$ cat config.mk
export PLATFORM = sky130hd
export DESIGN_NAME = demux_deserializer_flat
export DESIGN_NICKNAME = d
export VERILOG_FILES = /design/src/rtl/demux_deserializer_if.sv /design/src/rtl/demux_deserializer.sv /design/src/flat_wrapper.sv
export SDC_FILE = /design/constraint.sdc
export NUM_CORES = 1
export LEC_CHECK = 0
export ABC_AREA = 1
export BUFFER_PORTS_ARGS = -buffer_cell sky130_fd_sc_hd__buf_2
export CELL_PAD_IN_SITES_DETAIL_PLACEMENT = 1
export CELL_PAD_IN_SITES_GLOBAL_PLACEMENT = 1
export CORE_MARGIN = 2
export CORE_UTILIZATION = 36
export DETAILED_ROUTE_END_ITERATION = 6
export HOLD_SLACK_MARGIN = 0.12
export PLACE_DENSITY_LB_ADDON = 0.1
export REMOVE_ABC_BUFFERS = 1
export SLEW_MARGIN = 20
export SYNTH_ARGS = -nofsm -noshare
export SYNTH_HDL_FRONTEND = slang
export SYNTH_SLANG_ARGS = --single-unit
$ cat constraint.sdc
create_clock -name clk -period 1.65 [get_ports clk]
set_clock_uncertainty 0.15 [all_clocks]
set_input_delay 0 -clock clk [delete_from_list [all_inputs] [get_ports clk]]
set_output_delay 0 -clock clk [all_outputs]
set_load 0.01 [all_outputs]
$ cat src/rtl/demux_deserializer_if.sv
// Bus bundle for demux_deserializer: stream input handshake, mode/address
// control, slot outputs and group-out handshake.
interface demux_deserializer_if #(
  parameter int WIDTH = 2
);
  logic [WIDTH-1:0] In;
  logic             In_valid;
  logic             In_ready;
  logic [1:0]       Mode;
  logic [1:0]       Addr;
  logic [1:0]       S;
  logic [WIDTH-1:0] A;
  logic [WIDTH-1:0] B;
  logic [WIDTH-1:0] C;
  logic [WIDTH-1:0] D;
  logic             Out_valid;
  logic             Out_ready;

  modport master (
    output In, In_valid, Mode, Addr, Out_ready,
    input  In_ready, S, A, B, C, D, Out_valid
  );

  modport slave (
    input  In, In_valid, Mode, Addr, Out_ready,
    output In_ready, S, A, B, C, D, Out_valid
  );
endinterface

$ cat src/rtl/demux_deserializer.sv
// Dual-lane 1-of-4 demultiplexing register bank. Reassembles a word stream
// produced by a 4:1 mux (select order 0..3 -> slots A..D) into a group
// presented with valid/ready; also supports addressed slot writes, hold
// and clear.
module demux_deserializer #(
  parameter int WIDTH = 2
) (
  input  logic                 clk,
  input  logic                 rst_n,
  demux_deserializer_if.slave  bus
);
  localparam int SLOTS = 4;

  typedef enum logic [1:0] {
    MODE_STREAM = 2'b00,
    MODE_ADDR   = 2'b01,
    MODE_HOLD   = 2'b10,
    MODE_CLEAR  = 2'b11
  } mode_e;

  logic [SLOTS-1:0][WIDTH-1:0] slot_q, slot_n;
  logic [1:0]                  s_q, s_n, s_eff;
  logic                        ov_q, ov_n;
  logic                        in_ready, drain, accept;
  mode_e                       mode;

  assign mode = mode_e'(bus.Mode);

  // Handshake qualifiers; the clear mode neither drains nor accepts.
  always_comb begin
    in_ready = 1'b0;
    case (mode)
      MODE_STREAM: in_ready = !ov_q || bus.Out_ready;
      MODE_ADDR:   in_ready = 1'b1;
      default:     in_ready = 1'b0;
    endcase
    drain  = ov_q && bus.Out_ready && (mode != MODE_CLEAR);
    accept = bus.In_valid && in_ready;
  end

  // Next-state: drain is applied before the accept so a stream word taken
  // on the draining cycle starts the next group at slot A.
  always_comb begin
    slot_n = slot_q;
    s_n    = s_q;
    ov_n   = ov_q;
    s_eff  = drain ? 2'd0 : s_q;
    if (drain) begin
      ov_n = 1'b0;
      s_n  = 2'd0;
    end
    case (mode)
      MODE_STREAM: begin
        if (accept) begin
          slot_n[s_eff] = bus.In;
          s_n           = s_eff + 2'd1;
          if (s_eff == 2'd3) ov_n = 1'b1;
        end
      end
      MODE_ADDR: begin
        if (accept) slot_n[bus.Addr] = bus.In;
      end
      MODE_HOLD: ;
      MODE_CLEAR: begin
        slot_n = '0;
        s_n    = 2'd0;
        ov_n   = 1'b0;
      end
      default: ;
    endcase
  end

  // Slot registers, one per select position.
  for (genvar i = 0; i < SLOTS; i++) begin : g_slot
    always_ff @(posedge clk) begin
      if (!rst_n) slot_q[i] <= '0;
      else        slot_q[i] <= slot_n[i];
    end
  end

  // Slot pointer and group-valid registers.
  always_ff @(posedge clk) begin
    if (!rst_n) begin
      s_q  <= 2'd0;
      ov_q <= 1'b0;
    end else begin
      s_q  <= s_n;
      ov_q <= ov_n;
    end
  end

  assign bus.In_ready  = in_ready;
  assign bus.S         = s_q;
  assign bus.Out_valid = ov_q;
  assign bus.A         = slot_q[0];
  assign bus.B         = slot_q[1];
  assign bus.C         = slot_q[2];
  assign bus.D         = slot_q[3];
endmodule

$ cat src/flat_wrapper.sv
// flat-port wrapper written by rule: the top's interface ports become plain ports
module demux_deserializer_flat 
#(
  parameter int WIDTH = 2
)
  (clk, rst_n, bus_In, bus_In_valid, bus_Mode, bus_Addr, bus_Out_ready, bus_In_ready, bus_S, bus_A, bus_B, bus_C, bus_D, bus_Out_valid);
  demux_deserializer_if #(.WIDTH(WIDTH)) bus_i ();
  input  logic clk;
  input  logic rst_n;
  input wire logic [$bits(bus_i.In)-1:0] bus_In;
  input wire logic [$bits(bus_i.In_valid)-1:0] bus_In_valid;
  input wire logic [$bits(bus_i.Mode)-1:0] bus_Mode;
  input wire logic [$bits(bus_i.Addr)-1:0] bus_Addr;
  input wire logic [$bits(bus_i.Out_ready)-1:0] bus_Out_ready;
  output wire logic [$bits(bus_i.In_ready)-1:0] bus_In_ready;
  output wire logic [$bits(bus_i.S)-1:0] bus_S;
  output wire logic [$bits(bus_i.A)-1:0] bus_A;
  output wire logic [$bits(bus_i.B)-1:0] bus_B;
  output wire logic [$bits(bus_i.C)-1:0] bus_C;
  output wire logic [$bits(bus_i.D)-1:0] bus_D;
  output wire logic [$bits(bus_i.Out_valid)-1:0] bus_Out_valid;
  assign bus_i.In = bus_In;
  assign bus_i.In_valid = bus_In_valid;
  assign bus_i.Mode = bus_Mode;
  assign bus_i.Addr = bus_Addr;
  assign bus_i.Out_ready = bus_Out_ready;
  assign bus_In_ready = bus_i.In_ready;
  assign bus_S = bus_i.S;
  assign bus_A = bus_i.A;
  assign bus_B = bus_i.B;
  assign bus_C = bus_i.C;
  assign bus_D = bus_i.D;
  assign bus_Out_valid = bus_i.Out_valid;
  demux_deserializer #(.WIDTH(WIDTH)) u_core (.clk(clk), .rst_n(rst_n), .bus(bus_i));
endmodule
==> results.cfg, run 1 <==
[layout]
nets = 196
diodes = 0
utilization_pct = 47.5
final_cell_area_sq_um = 1190
drive_gt1_share_pct = 29.4
syn2layout_area_growth_pct = 25.0

[power_and_ir_drop]
power_density_nw_per_um2 = 609
ir_drop_mv = 0.332
power.static_leakage_nw = 0.622

[clocking]
htree_levels = 1
cts-buffers-inserted = 3
post_cts_buffers = 0
cts_sinks = 11
cts_tree = yes
cts_root_buffer = clkbuf_4
clkTransAtPathRegs_ns = 0.09
cts_buffer_depth = 2
insertion_delay_ns = 0.29

[synthesis]
synth.top_cells.by_count = 35 x nand2_1, 20 x nor2_1, 15 x inv_1, 11 x dfxtp_1, 10 x a21oi_1
synth_top_area_cell = dfxtp_1
netlist_instances = 144
synth.avg_cell_area_sq_um = 6.59
mappedNetlistArea_sq_um = 950
synth_top_area_share_pct = 23.2
synth_seq_cells = 11
synthArstFlopShare_pct = 0
ys_top_cells_by_area = dfxtp_1 23%, nand2_1 14%, ha_1 11%
ys_seq_area_share_pct = 23.2
yosysWarnings = 0
netlist-cell-type-count = 24
synth.most_common_cell = nand2_1
synth_edf_count = 0
ys.flop_type = dfxtp_1

[floorplanning]
dieArea_sq_um = 3060
io_pins = 22
die_w_um = 55.4
initial_core_util_pct = 38.0
die_y_um = 55.4
design.core.area_sq_um = 2500
std_cell_rows = 18

[sta]
setup_viol = 0
finalCritPeriodShare_pct = 93.3
rsz0062_at_grt = no
layout_min_cycle_time_ns = 1.54
slew_headroom_pct = 76.1
worst_slack_ns = 0.110
tightest_slew_ns = 0.355
hold_violations = 0
max_clock_freq_mhz = 649
fin_tns_setup_ns = 0
slew_violations = 0

[worst_setup_path]
worstPathRequired_ns = 1.68
crit_type = reg -> reg
worstSetupStartpointType = flop
crit_path_end_kind = flop
arrival_ns = 1.57
path_max_fanout = 4

[min_path]
hp-class = in -> reg

[run_status]
status = completed

[global_route]
antenna_found_initial = 0
grt_overflow_total = 0
grt_pass1_wl_mm = 4.50
grt_pass1_vias = 1045
grt_util_all_layers_pct = 18.3
grt_max_degree = 11

[detailed_routing]
wirelength_mm = 2.59
postRouteAntennaNets = 0
viasPerCell = 5.00
route.detailed.wl_per_inst_um = 12.5
drt-initial-drc-count = 14
drc = 0
dr.pass1.iters = 4
vias = 1034

[placement]
place_ws_ns = -0.0194
placed_area_sq_um = 1110
gp_congestion = 0.777
io_buffers = 21
place_hpwl_mm = 2.05

[run]
drv_cap = 0
layer usage:
layer,vias up,wire length [um],global-route usage (%)
met5,-,0,0
met4,0,61,8.01
met3,7,93,3.28
met2,21,1250,31.1
met1,482,1180,22.3
li1,524,-,-
logic make-up after synthesis:
| family | Yosys count | share of synthesized area, % |
|---|---|---|
| buffers and inverters | 24 | 12.1 |
| AND/OR/NAND/NOR | 77 | 40.7 |
| AO/OA/AOI/OAI | 24 | 13.4 |
| adder cells (fa/ha/maj) | 8 | 10.5 |
| flip-flops | 11 | 23.2 |
layout by cell type (no fill, tap or decap), drive strengths merged:
cell type | netlist | final
nand4 | 1 | 1
dlygate4sd3 | 0 | 5
ha | 8 | 8
dfxtp | 11 | 11
o21bai | 1 | 1
o22ai | 4 | 4
o21ai | 9 | 9
nand3 | 11 | 11
a21oi | 10 | 10
clkinv | 1 | 1
inv | 19 | 19
nor3 | 2 | 2
buf | 4 | 28
nor2 | 22 | 22
clkbuf | 0 | 4
nand2 | 40 | 40
and2 | 1 | 1
where the power goes:
part	leakage (nW)	total [mW]	internal (mW)	switching (mW)
Sequential	0.0900	0.294	0.283	0.0117
Clock	0.0150	0.206	0.0939	0.112
Combinational	0.517	0.223	0.0896	0.133
Total	0.622	0.723	0.466	0.257
worst paths after layout:
path                   startpoint                    to  slack (ns)  depth (start not counted)
min                 bus_Out_ready  u_core.bus.Out_valid        0.14                          7
min reg2reg                  flop                  flop        0.38                          2
max reg2reg  u_core.bus.Out_valid                  flop        0.11                         10
max          u_core.bus.Out_valid                  flop        0.11                         10
repair_timing:
action	4_1_cts	5_1_grt
endpoints found under the setup margin	0	4
endpoints found under the hold margin	11	0
gates resized for setup	0	3
hold buffers	5	0
worst max-delay path: stages (launching register included):
cell,delay [ns]
dfxtp_1,0.32
nand2_1,0.11
nand2_1,0.10
buf_4,0.15
ha_1,0.22
inv_1,0.06
nand2_1,0.06
nand3_2,0.11
nand2_1,0.06
nand2_1,0.06
nor2_1,0.04
final cells by class:
cell class              instances  area, sq um
clock buffers                   4         26.3
well taps                      30         37.5
repair buffers                 33          208
multi-input cells             109          617
fillers                       353         1310
inverters                      20         78.8
flip-flops and latches         11          220
stage by stage:
step / power, mW / hold slack, ns / cells
finish: 0.723 / 0.136 / 207
floorplan: 0.434 / -0.0296 / 140
global route: 0.779 / 0.194 / 207
detailed placement: 0.518 / 0.195 / 198
global placement: 0.511 / 0.191 / 198
CTS: 0.737 / 0.125 / 207
No activity file was read; power rests on OpenSTA's default activity.
==> run 2: changes to the inputs <==
Settings changed: CORE_UTILIZATION 36 to 39.
Clock period 1.65 ns to 1.9 ns, I/O delays scaled along.
==> results.cfg, run 2 (same netlist as run 1, synthesis figures left out) <==
[run_status]
status = completed

[power_and_ir_drop]
pwr-share-comb_pct = 31.2
ir_drop_mv = 0.250
seqPwrFrac_pct = 41.0
p_sw_share_pct = 34.9
clkPwrFrac_pct = 27.8
internal_power_mw = 0.406
power_density_nw_per_um2 = 529
power.static_leakage_nw = 0.614
p_switching_mw = 0.218

[detailed_routing]
wirelength_mm = 2.50
drt-initial-drc-count = 4
dr.pass1.iters = 3
viasPerCell = 4.97
route.detailed.wl_per_inst_um = 12.3
vias = 1008
drc = 0
postRouteAntennaNets = 0

[worst_setup_path]
path_max_fanout = 4
cpLargestDelayFamily = buffers and inverters
arrival_ns = 1.81
worstSetupStartpointType = input pin
critPathMaxStageDelay_ns = 0.56
cp_cell_sequence = dlygate4sd3_1 -> buf_2 -> inv_1 -> nand3_2 -> nand3_4 -> nand2_4 -> dlygate4sd3_1 -> nand3_2 -> nand2_1 -> nand2_1 -> nor2_1
crit_path_end_kind = flop
worstPathRequired_ns = 1.93
cp_num_buf_inv = 4
crit_type = in -> reg
crit_path_top_delay_cell = dlygate4sd3_1

[clocking]
cts_root_buffer = clkbuf_4
cts_tree = yes
clkTransAtPathRegs_ns = 0.08
cts_buffer_depth = 2
cts_sinks = 11
htree_levels = 1
cts-buffers-inserted = 3
insertion_delay_ns = 0.27

[layout]
syn2layout_area_growth_pct = 24.2
drive_gt1_share_pct = 25.1
nets = 194
mostFrequentLayoutCell = nand2_1
utilization_pct = 52.3
final_cell_mix = 34 x nand2_1, 21 x buf_2, 20 x nor2_1
diodes = 0

[global_route]
met3_usage_pct = 4.80
grt_pass1_vias = 1006
grt_pass1_wl_mm = 4.13
met1_usage_pct = 21.7
busiest_layer = met2
grt_overflow_total = 0
grt_max_degree = 11
grt_util_all_layers_pct = 20.1
antenna_found_initial = 0
use_met2_pct = 36.8

[sta]
setup_viol = 0
slew_headroom_pct = 75.0
rsz0062_at_grt = no
max_clock_freq_mhz = 562
layout_min_cycle_time_ns = 1.78
finalCritPeriodShare_pct = 93.7
fin_tns_setup_ns = 0
worst_slack_ns = 0.120
tightest_slew_ns = 0.371
slew_violations = 0
hold_violations = 0

[placement]
gp_congestion = 0.796
place_hpwl_mm = 2.00
place_ws_ns = 0.124
io_buffers = 21

[floorplanning]
initial_core_util_pct = 42.1
die_w_um = 53.3
dieArea_sq_um = 2850
die_y_um = 53.3
design.core.area_sq_um = 2250
io_pins = 22
std_cell_rows = 17

[min_path]
hp-class = in -> reg

[run]
drv_cap = 0
-- run 2: cell count changes in the layout (fill, tap and decap cells not counted), sizes merged --
| cell | change |
|---|---|
| buf | -6 |
| dlygate4sd3 | +4 |
-- run 2: area by class of cell --
type / instances / area, sq um
clock buffers: 4 / 26.3
fillers: 318 / 1070
inverters: 20 / 78.8
multi-input cells: 109 / 617
flip-flops and latches: 11 / 220
well taps: 28 / 35.0
repair buffers: 31 / 203
-- run 2: metrics by stage --
stage	area [sq um]	hold slack, ns	std cells	power (mW)
global route	1180	0.183	203	0.672
detailed placement	1060	0.184	190	0.443
global placement	1060	0.182	190	0.436
CTS	1180	0.154	203	0.633
finish	1180	0.145	203	0.624
floorplan	913	-0.0296	140	0.377
-- run 2: path summary, 6_finish.rpt --
check,slack (ns),cells past startpoint,end,start
min reg2reg,0.36,2,flop,flop
max reg2reg,0.15,8,flop,u_core.bus.Out_valid
max,0.12,11,flop,bus_Out_ready
min,0.14,5,flop,bus_Mode[1]
-- run 2: timing repair --
item | in CTS | in global routing
hold endpoints to repair | 11 | 0
setup endpoints to repair | 0 | 2
gates resized for setup | 0 | 1
setup buffers | 0 | 0
hold buffers | 9 | 0
-- run 2: worst min-delay path, stage by stage --
cell and delay [ns]:
buf_2 0.14, nand2_1 0.14, nand3_2 0.13, nor2_1 0.05, nor2_1 0.08
-- run 2: power by group through the flow --
stage,logic [mW],registers [mW],clock network [mW]
floorplan,0.109,0.267,0
global placement,0.176,0.260,0
detailed placement,0.182,0.261,0
CTS,0.197,0.256,0.180
global route,0.220,0.258,0.194
finish,0.195,0.256,0.174
-- run 2: per-layer routing --
layer | part of all wire (%) | routed length [um]
met5 | 0 | 0
met4 | 1.0 | 25
met3 | 3.2 | 79
met2 | 50 | 1240
met1 | 46 | 1150
